$ cat src/rtl/RS5_pkg.sv
// Shared RS5 definitions: operation enum, RV32I opcodes and immediate formats.
package RS5_pkg;

  typedef enum logic [5:0] {
    NOP, INVALID, LUI, ADD, SUB, SLT, SLTU, XOR, OR, AND, SLL, SRL, SRA,
    BEQ, BNE, BLT, BLTU, BGE, BGEU, JAL, JALR,
    LB, LBU, LH, LHU, LW, SB, SH, SW,
    CSRRW, CSRRS, CSRRC, CSRRWI, CSRRSI, CSRRCI,
    ECALL, EBREAK, MRET, WFI
  } iType_e;

  typedef enum logic [2:0] {IMM_I, IMM_S, IMM_B, IMM_U, IMM_J, IMM_NONE} imm_fmt_e;

  localparam logic [6:0] OPC_LUI      = 7'b0110111;
  localparam logic [6:0] OPC_AUIPC    = 7'b0010111;
  localparam logic [6:0] OPC_JAL      = 7'b1101111;
  localparam logic [6:0] OPC_JALR     = 7'b1100111;
  localparam logic [6:0] OPC_BRANCH   = 7'b1100011;
  localparam logic [6:0] OPC_LOAD     = 7'b0000011;
  localparam logic [6:0] OPC_STORE    = 7'b0100011;
  localparam logic [6:0] OPC_OP_IMM   = 7'b0010011;
  localparam logic [6:0] OPC_OP       = 7'b0110011;
  localparam logic [6:0] OPC_MISC_MEM = 7'b0001111;
  localparam logic [6:0] OPC_SYSTEM   = 7'b1110011;

  localparam logic [31:0] WORD_ECALL  = 32'h0000_0073;
  localparam logic [31:0] WORD_EBREAK = 32'h0010_0073;
  localparam logic [31:0] WORD_MRET   = 32'h3020_0073;
  localparam logic [31:0] WORD_WFI    = 32'h1050_0073;

  function automatic logic is_load(input iType_e op);
    return op inside {LB, LBU, LH, LHU, LW};
  endfunction

endpackage

$ cat src/rtl/immediate_gen.sv
// Selects the RV32I immediate format from the opcode and sign-extends from instr[31].
module immediate_gen
  import RS5_pkg::*;
(
  input  logic [31:0] instruction,
  output logic [31:0] imm
);

  imm_fmt_e fmt;

  always_comb begin
    // NOTE: every combinational output gets a default first, so no path can infer a latch.
    fmt = IMM_NONE;
    case (instruction[6:0])
      OPC_LOAD, OPC_OP_IMM, OPC_JALR, OPC_SYSTEM: fmt = IMM_I;
      OPC_STORE:                                  fmt = IMM_S;
      OPC_BRANCH:                                 fmt = IMM_B;
      OPC_LUI, OPC_AUIPC:                         fmt = IMM_U;
      OPC_JAL:                                    fmt = IMM_J;
      default:                                    fmt = IMM_NONE;
    endcase
  end

  always_comb begin
    imm = '0;
    case (fmt)
      IMM_I: imm = {{20{instruction[31]}}, instruction[31:20]};
      IMM_S: imm = {{20{instruction[31]}}, instruction[31:25], instruction[11:7]};
      IMM_B: imm = {{19{instruction[31]}}, instruction[31], instruction[7],
                    instruction[30:25], instruction[11:8], 1'b0};
      IMM_U: imm = {instruction[31:12], 12'b0};
      IMM_J: imm = {{11{instruction[31]}}, instruction[31], instruction[19:12],
                    instruction[20], instruction[30:21], 1'b0};
      default: imm = '0;
    endcase
  end

endmodule

$ cat src/rtl/decode.sv
// RS5 decode stage: RV32I decode, load-use hazard detection with a one-slot
// hold register, and the decode/execute pipeline registers.
module decode
  import RS5_pkg::*;
(
  input  logic        clk,
  input  logic        reset,
  input  logic        stall,
  input  logic [31:0] instruction_i,
  input  logic [31:0] pc_i,
  input  logic        killed_i,
  input  logic        flush_i,
  output logic [4:0]  rs1_o,
  output logic [4:0]  rs2_o,
  output logic        hazard_o,
  output logic [31:0] pc_o,
  output logic [4:0]  rd_o,
  output logic [4:0]  rs1_q_o,
  output logic [4:0]  rs2_q_o,
  output logic [31:0] imm_o,
  output iType_e      operation_o,
  output logic        killed_o,
  output logic        exc_illegal_o,
  output logic        exc_misaligned_o,
  output logic        exc_ecall_o,
  output logic        exc_ebreak_o
);

  logic        hold_valid;
  logic [31:0] hold_instr, hold_pc;
  logic        last_is_load;
  logic [4:0]  last_load_rd;

  logic [31:0] src_instr, src_pc, imm;
  logic [6:0]  opcode, funct7;
  logic [2:0]  funct3;
  logic [4:0]  rd;
  logic        misaligned, bubble;
  iType_e      op;

  assign src_instr = hold_valid ? hold_instr : instruction_i;
  assign src_pc    = hold_valid ? hold_pc    : pc_i;
  assign opcode    = src_instr[6:0];
  assign funct3    = src_instr[14:12];
  assign funct7    = src_instr[31:25];

  assign rs1_o = (opcode inside {OPC_LUI, OPC_AUIPC, OPC_JAL}) ? 5'd0 : src_instr[19:15];
  assign rs2_o = (opcode inside {OPC_OP, OPC_STORE, OPC_BRANCH}) ? src_instr[24:20] : 5'd0;
  assign rd    = (opcode inside {OPC_STORE, OPC_BRANCH}) ? 5'd0 : src_instr[11:7];

  immediate_gen u_immediate_gen (
    .instruction (src_instr),
    .imm         (imm)
  );

  always_comb begin
    op = INVALID;
    case (opcode)
      OPC_LUI:      op = LUI;
      OPC_AUIPC:    op = ADD;
      OPC_JAL:      op = JAL;
      OPC_JALR:     if (funct3 == 3'b000) op = JALR;
      OPC_MISC_MEM: op = NOP;
      OPC_BRANCH:
        case (funct3)
          3'b000: op = BEQ;
          3'b001: op = BNE;
          3'b100: op = BLT;
          3'b101: op = BGE;
          3'b110: op = BLTU;
          3'b111: op = BGEU;
          default: op = INVALID;
        endcase
      OPC_LOAD:
        case (funct3)
          3'b000: op = LB;
          3'b001: op = LH;
          3'b010: op = LW;
          3'b100: op = LBU;
          3'b101: op = LHU;
          default: op = INVALID;
        endcase
      OPC_STORE:
        case (funct3)
          3'b000: op = SB;
          3'b001: op = SH;
          3'b010: op = SW;
          default: op = INVALID;
        endcase
      OPC_OP_IMM:
        case (funct3)
          3'b000: op = ADD;
          3'b010: op = SLT;
          3'b011: op = SLTU;
          3'b100: op = XOR;
          3'b110: op = OR;
          3'b111: op = AND;
          3'b001: if (funct7 == 7'b0000000) op = SLL;
          default: begin
            // funct3 101: imm[10] (funct7 bit 5) picks arithmetic vs logical shift
            if (funct7 == 7'b0000000)      op = SRL;
            else if (funct7 == 7'b0100000) op = SRA;
          end
        endcase
      OPC_OP:
        if (funct7 == 7'b0000000) begin
          case (funct3)
            3'b000: op = ADD;
            3'b001: op = SLL;
            3'b010: op = SLT;
            3'b011: op = SLTU;
            3'b100: op = XOR;
            3'b101: op = SRL;
            3'b110: op = OR;
            default: op = AND;
          endcase
        end else if (funct7 == 7'b0100000) begin
          if (funct3 == 3'b000)      op = SUB;
          else if (funct3 == 3'b101) op = SRA;
        end
      OPC_SYSTEM:
        case (funct3)
          3'b000:
            if (src_instr == WORD_ECALL)       op = ECALL;
            else if (src_instr == WORD_EBREAK) op = EBREAK;
            else if (src_instr == WORD_MRET)   op = MRET;
            else if (src_instr == WORD_WFI)    op = WFI;
          3'b001: op = CSRRW;
          3'b010: op = CSRRS;
          3'b011: op = CSRRC;
          3'b101: op = CSRRWI;
          3'b110: op = CSRRSI;
          3'b111: op = CSRRCI;
          default: op = INVALID;
        endcase
      default: op = INVALID;
    endcase
  end

  assign hazard_o = last_is_load && (last_load_rd != 5'd0)
                  && ((last_load_rd == rs1_o) || (last_load_rd == rs2_o)) && !killed_o;

  assign misaligned = (src_pc[1:0] != 2'b00);
  assign bubble     = flush_i || killed_i || hazard_o;

  always_ff @(posedge clk) begin
    // NOTE: sequential state uses non-blocking assignments so every register samples pre-edge values.
    if (reset) begin
      pc_o             <= '0;
      rd_o             <= '0;
      rs1_q_o          <= '0;
      rs2_q_o          <= '0;
      imm_o            <= '0;
      operation_o      <= NOP;
      killed_o         <= 1'b1;
      exc_illegal_o    <= 1'b0;
      exc_misaligned_o <= 1'b0;
      exc_ecall_o      <= 1'b0;
      exc_ebreak_o     <= 1'b0;
      hold_valid       <= 1'b0;
      last_is_load     <= 1'b0;
    end else if (!stall) begin
      pc_o    <= src_pc;
      rs1_q_o <= rs1_o;
      rs2_q_o <= rs2_o;
      imm_o   <= imm;
      // Only a genuine hazard parks the slot; flush or kill drops any held copy.
      hold_valid <= hazard_o && !flush_i && !killed_i;
      if (bubble) begin
        operation_o      <= NOP;
        killed_o         <= 1'b1;
        rd_o             <= '0;
        exc_illegal_o    <= 1'b0;
        exc_misaligned_o <= 1'b0;
        exc_ecall_o      <= 1'b0;
        exc_ebreak_o     <= 1'b0;
        last_is_load     <= 1'b0;
      end else begin
        operation_o      <= op;
        killed_o         <= 1'b0;
        rd_o             <= rd;
        exc_illegal_o    <= (op == INVALID) && !misaligned;
        exc_misaligned_o <= misaligned;
        exc_ecall_o      <= (op == ECALL);
        exc_ebreak_o     <= (op == EBREAK);
        last_is_load     <= is_load(op);
      end
    end
  end

  // NOTE: pure datapath registers stay out of reset; their valid bits (hold_valid, last_is_load) gate every use.
  always_ff @(posedge clk) begin
    if (!stall) begin
      last_load_rd <= rd;
      if (hazard_o) begin
        hold_instr <= src_instr;
        hold_pc    <= src_pc;
      end
    end
  end

endmodule

$ cat config.mk
export PLATFORM = sky130hd
export DESIGN_NAME = decode
export DESIGN_NICKNAME = d
export VERILOG_FILES = /design/src/rtl/RS5_pkg.sv /design/src/rtl/immediate_gen.sv /design/src/rtl/decode.sv
export SDC_FILE = /design/constraint.sdc
export NUM_CORES = 1
export LEC_CHECK = 0
export ABC_AREA = 1
export BUFFER_PORTS_ARGS = -buffer_cell sky130_fd_sc_hd__clkbuf_2
export CAP_MARGIN = 20
export CORE_ASPECT_RATIO = 0.8
export CORE_UTILIZATION = 55
export CTS_BUF_LIST = sky130_fd_sc_hd__clkbuf_8 sky130_fd_sc_hd__clkbuf_16
export CTS_CLUSTER_SIZE = 20
export DETAILED_ROUTE_END_ITERATION = 16
export PLACE_DENSITY = 0.9
export SYNTH_ARGS = -nofsm -noshare
export SYNTH_HDL_FRONTEND = slang
export SYNTH_SLANG_ARGS = --single-unit
export TNS_END_PERCENT = 5
$ cat constraint.sdc
create_clock -name clk -period 3.85 [get_ports clk]
set_input_delay 0.385 -clock clk [delete_from_list [all_inputs] [get_ports clk]]
set_output_delay 0.385 -clock clk [all_outputs]
set_load 0.01 [all_outputs]
==> key figures <==
Routing
  – WL final: 23370 um
  – DRT iter0 DRCs: 954
  – Drt first pass iters: 8
  – Residual DRC: 0
  – ANT nets after route: 0
  – WL per Instance: 15.53 um
  – Vias/cell: 5.333
  – Via Count: 8026

STA
  – Final setup viols: 0
  – Slew headroom: 44.54%
  – Period utilization: 86.38%
  – Tmin final: 3.326 ns
  – Setup TNS: 0 ns
  – RSZ-0062 raised after global routing: false
  – Worst-margin pin slew: 0.8232 ns
  – Skew final: 0.007343 ns
  – Max-slew violations: 0
  – Max Freq: 0.3007 GHz
  – Hold violation count in the final report: 0

Yosys
  – Netlist cell types: 37
  – Number of synthesized flops with an enable pin: 69
  – Top cells by count, synth: nand2_1 (400), nor2_1 (130), inv_1 (127)
  – Area leader, netlist: edfxtp_1
  – Top post-synthesis cells by area: edfxtp_1 (25%), dfxtp_1 (22%), nand2_1 (18%), nor2_1 (5.8%), inv_1 (5.7%)
  – Post-Synthesis Cells: 1160
  – Yosys reg bits: 161
  – Post-synthesis sequential area ratio: 46.70%
  – Post-synth net total: 1229
  – Main synth FF type: dfxtp_1
  – Ys async rst share: 0%
  – Synthesized area: 0.008381 sq mm
  – Syn avg cell area: 7.225 sq um
  – Yosys top cell area share: 24.72%
  – Most numerous cell in the Yosys netlist: nand2_1
  – Syn. warnings: 0

Worst setup path
  – Crit path cell chain: inv_2, nand2_2, nand2_4, nand2_1, nor2_4, nand2_2, nand2_2, nor2_2, xor2_1, nand3_2, nand2_4, nand2_4, inv_1, clkbuf_2
  – Worst path required time: 3.46 ns
  – Worst path slowest cell: dfxtp_2
  – Crit path max fanout: 25
  – Arr. time, crit path: 2.94 ns
  – CP Launch Type: flip-flop
  – CP endpoint kind: primary output
  – Kind of critical path: reg2out
  – R2R Setup Slk: 0.66 ns
  – Largest stage delay, worst path: 0.39 ns

Place
  – Hpwl dp: 17000 um
  – Port Buf Inserts: 169
  – Dpl cell area: 0.009274 sq mm
  – RD Place Congestion: 0.9949

Clock tree
  – Hold buffers post-CTS: 0
  – Setup bufs post-CTS: 0
  – Sink Count: 161
  – Longest Clk Path Bufs: 2
  – CTS resizes: 0
  – CTS root buffer: clkbuf_16
  – CTS tree: yes
  – Reg clk slew, reported paths: 0.06 ns
  – Htree depth: 4
  – Worst-skew pair later-pin latency: 0.43 ns
  – Inserted Clock Buffers: 17

Final layout
  – Final nets: 1377
  – # diodes: 0
  – Share of cells above drive strength 1: 21.80%
  – Final instance area: 0.009854 sq mm
  – Area Growth Syn to Fin: 17.59%

GRT
  – Initial antenna violation count: 0
  – Largest net degree at the start of global routing: 78
  – Vias in the first global route: 7288
  – Global route overflow: 0
  – First-pass GRT wire length: 37320 um
  – Tot GR Track Use: 30.65%

Hold path
  – Hold crit path type: in2reg

Outcome
  – Status: complete, no violations

Pwr
  – Power density over the cells: 397.9 mW/mm^2
  – Static Leakage: 4.983 nW
  – Max VDD drop: 0.2973 mV

Floorplan
  – Die height: 112.4 um
  – CORE AREA: 0.01459 sq mm
  – DIE AREA: 0.01574 sq mm
  – Starting Density: 57.44%
  – I/O pin total: 170
  – Num rows: 39
  – Die X-Extent: 140.0 um

Job
  – # Max-Cap Violations: 0
## power breakdown
part | internal (mW) | leakage [nW] | switching [mW] | total, mW
Sequential | 1.82 | 1.38 | 0.0238 | 1.84
Clock | 0.961 | 0.288 | 0.719 | 1.68
Combinational | 0.131 | 3.32 | 0.268 | 0.399
## critical path, delay by kind of cell (launching register included)
kind | cells | cell delay (ns)
and+or+nand+nor | 10 | 1.37
buffers and inverters | 3 | 0.59
DFF | 1 | 0.39
xor gates and xnor gates | 1 | 0.16
## area by class of cell
cell class                 count  area [sq um]
clock buffer                  17         425.4
clock inverter                15         155.1
fill                        1290          4736
inverter                     138         518.0
multi-input combinational    808          3642
sequential                   161          3915
tap                          184         230.2
timing repair buffer         182         968.4
## cells in the final DEF (no fill, tap or decap), types with 31 or more instances in the layout
| cell type | n |
|---|---|
| a21oi_1 | 62 |
| clkbuf_2 | 169 |
| dfxtp_1 | 91 |
| edfxtp_1 | 69 |
| inv_1 | 127 |
| nand2_1 | 400 |
| nand2_2 | 31 |
| nand3_1 | 49 |
| nor2_1 | 130 |
| o21ai_0 | 65 |
## per-layer routing
metal	part of all wire, %	track usage, %	up-vias
met5	0	0	-
met4	2.7	11.79	0
met3	8.7	7.892	48
met2	43	45.40	426
met1	46	42.98	3596
li1	-	-	3956
## flip-flops by register name, summed over array words and instances, names as in the netlist, 5 cells and up
signal / cells
hold_instr: 32
hold_pc: 32
imm_o: 32
last_load_rd: 5
operation_o: 6
pc_o: 32
rd_o: 5
rs1_q_o: 5
rs2_q_o: 5
## final timing paths
| kind | from | endpoint | cells past startpoint |
|---|---|---|---|
| worst min register to register | imm_o[27]$_SDFFE_PP0N_ | imm_o[27]$_SDFFE_PP0N_ | 2 |
| worst min-delay path | pc_i[4] | hold_pc[4]$_DFFE_PP_ | 3 |
| worst max register to register | hold_valid$_SDFFE_PP0N_ | hold_pc[19]$_DFFE_PP_ | 14 |
| worst max-delay path | hold_valid$_SDFFE_PP0N_ | hazard_o | 14 |
## stage by stage
| stage | util [%] | instances | hold WS (ns) | power (mW) | setup WS, ns |
|---|---|---|---|---|---|
| after global routing | 67.54 | 1505 | 0.2489 | 4.056 | 0.2891 |
| after CTS | 67.54 | 1505 | 0.2292 | 3.938 | 0.5632 |
| after global placement | 63.56 | 1473 | 0.4519 | 2.262 | 0.8522 |
| after floorplan | - | 1160 | 0.4422 | 2.119 | 0.8489 |
| final | 67.54 | 1505 | 0.2453 | 3.921 | 0.5245 |
| after detailed placement | 63.56 | 1473 | 0.4502 | 2.270 | 0.7363 |
## cells by family (layout without fill, tap and decap cells)
family / after synthesis / in the layout / share of synthesized area (%)
buffers and inverters: 191 / 352 / 9.839
AND/OR/NAND/NOR: 662 / 662 / 34.25
XOR/XNOR: 1 / 1 / 0.1045
flip-flops: 161 / 161 / 46.70
AO/OA/AOI/OAI: 145 / 145 / 9.107
No activity file was read; power rests on OpenSTA's default activity.
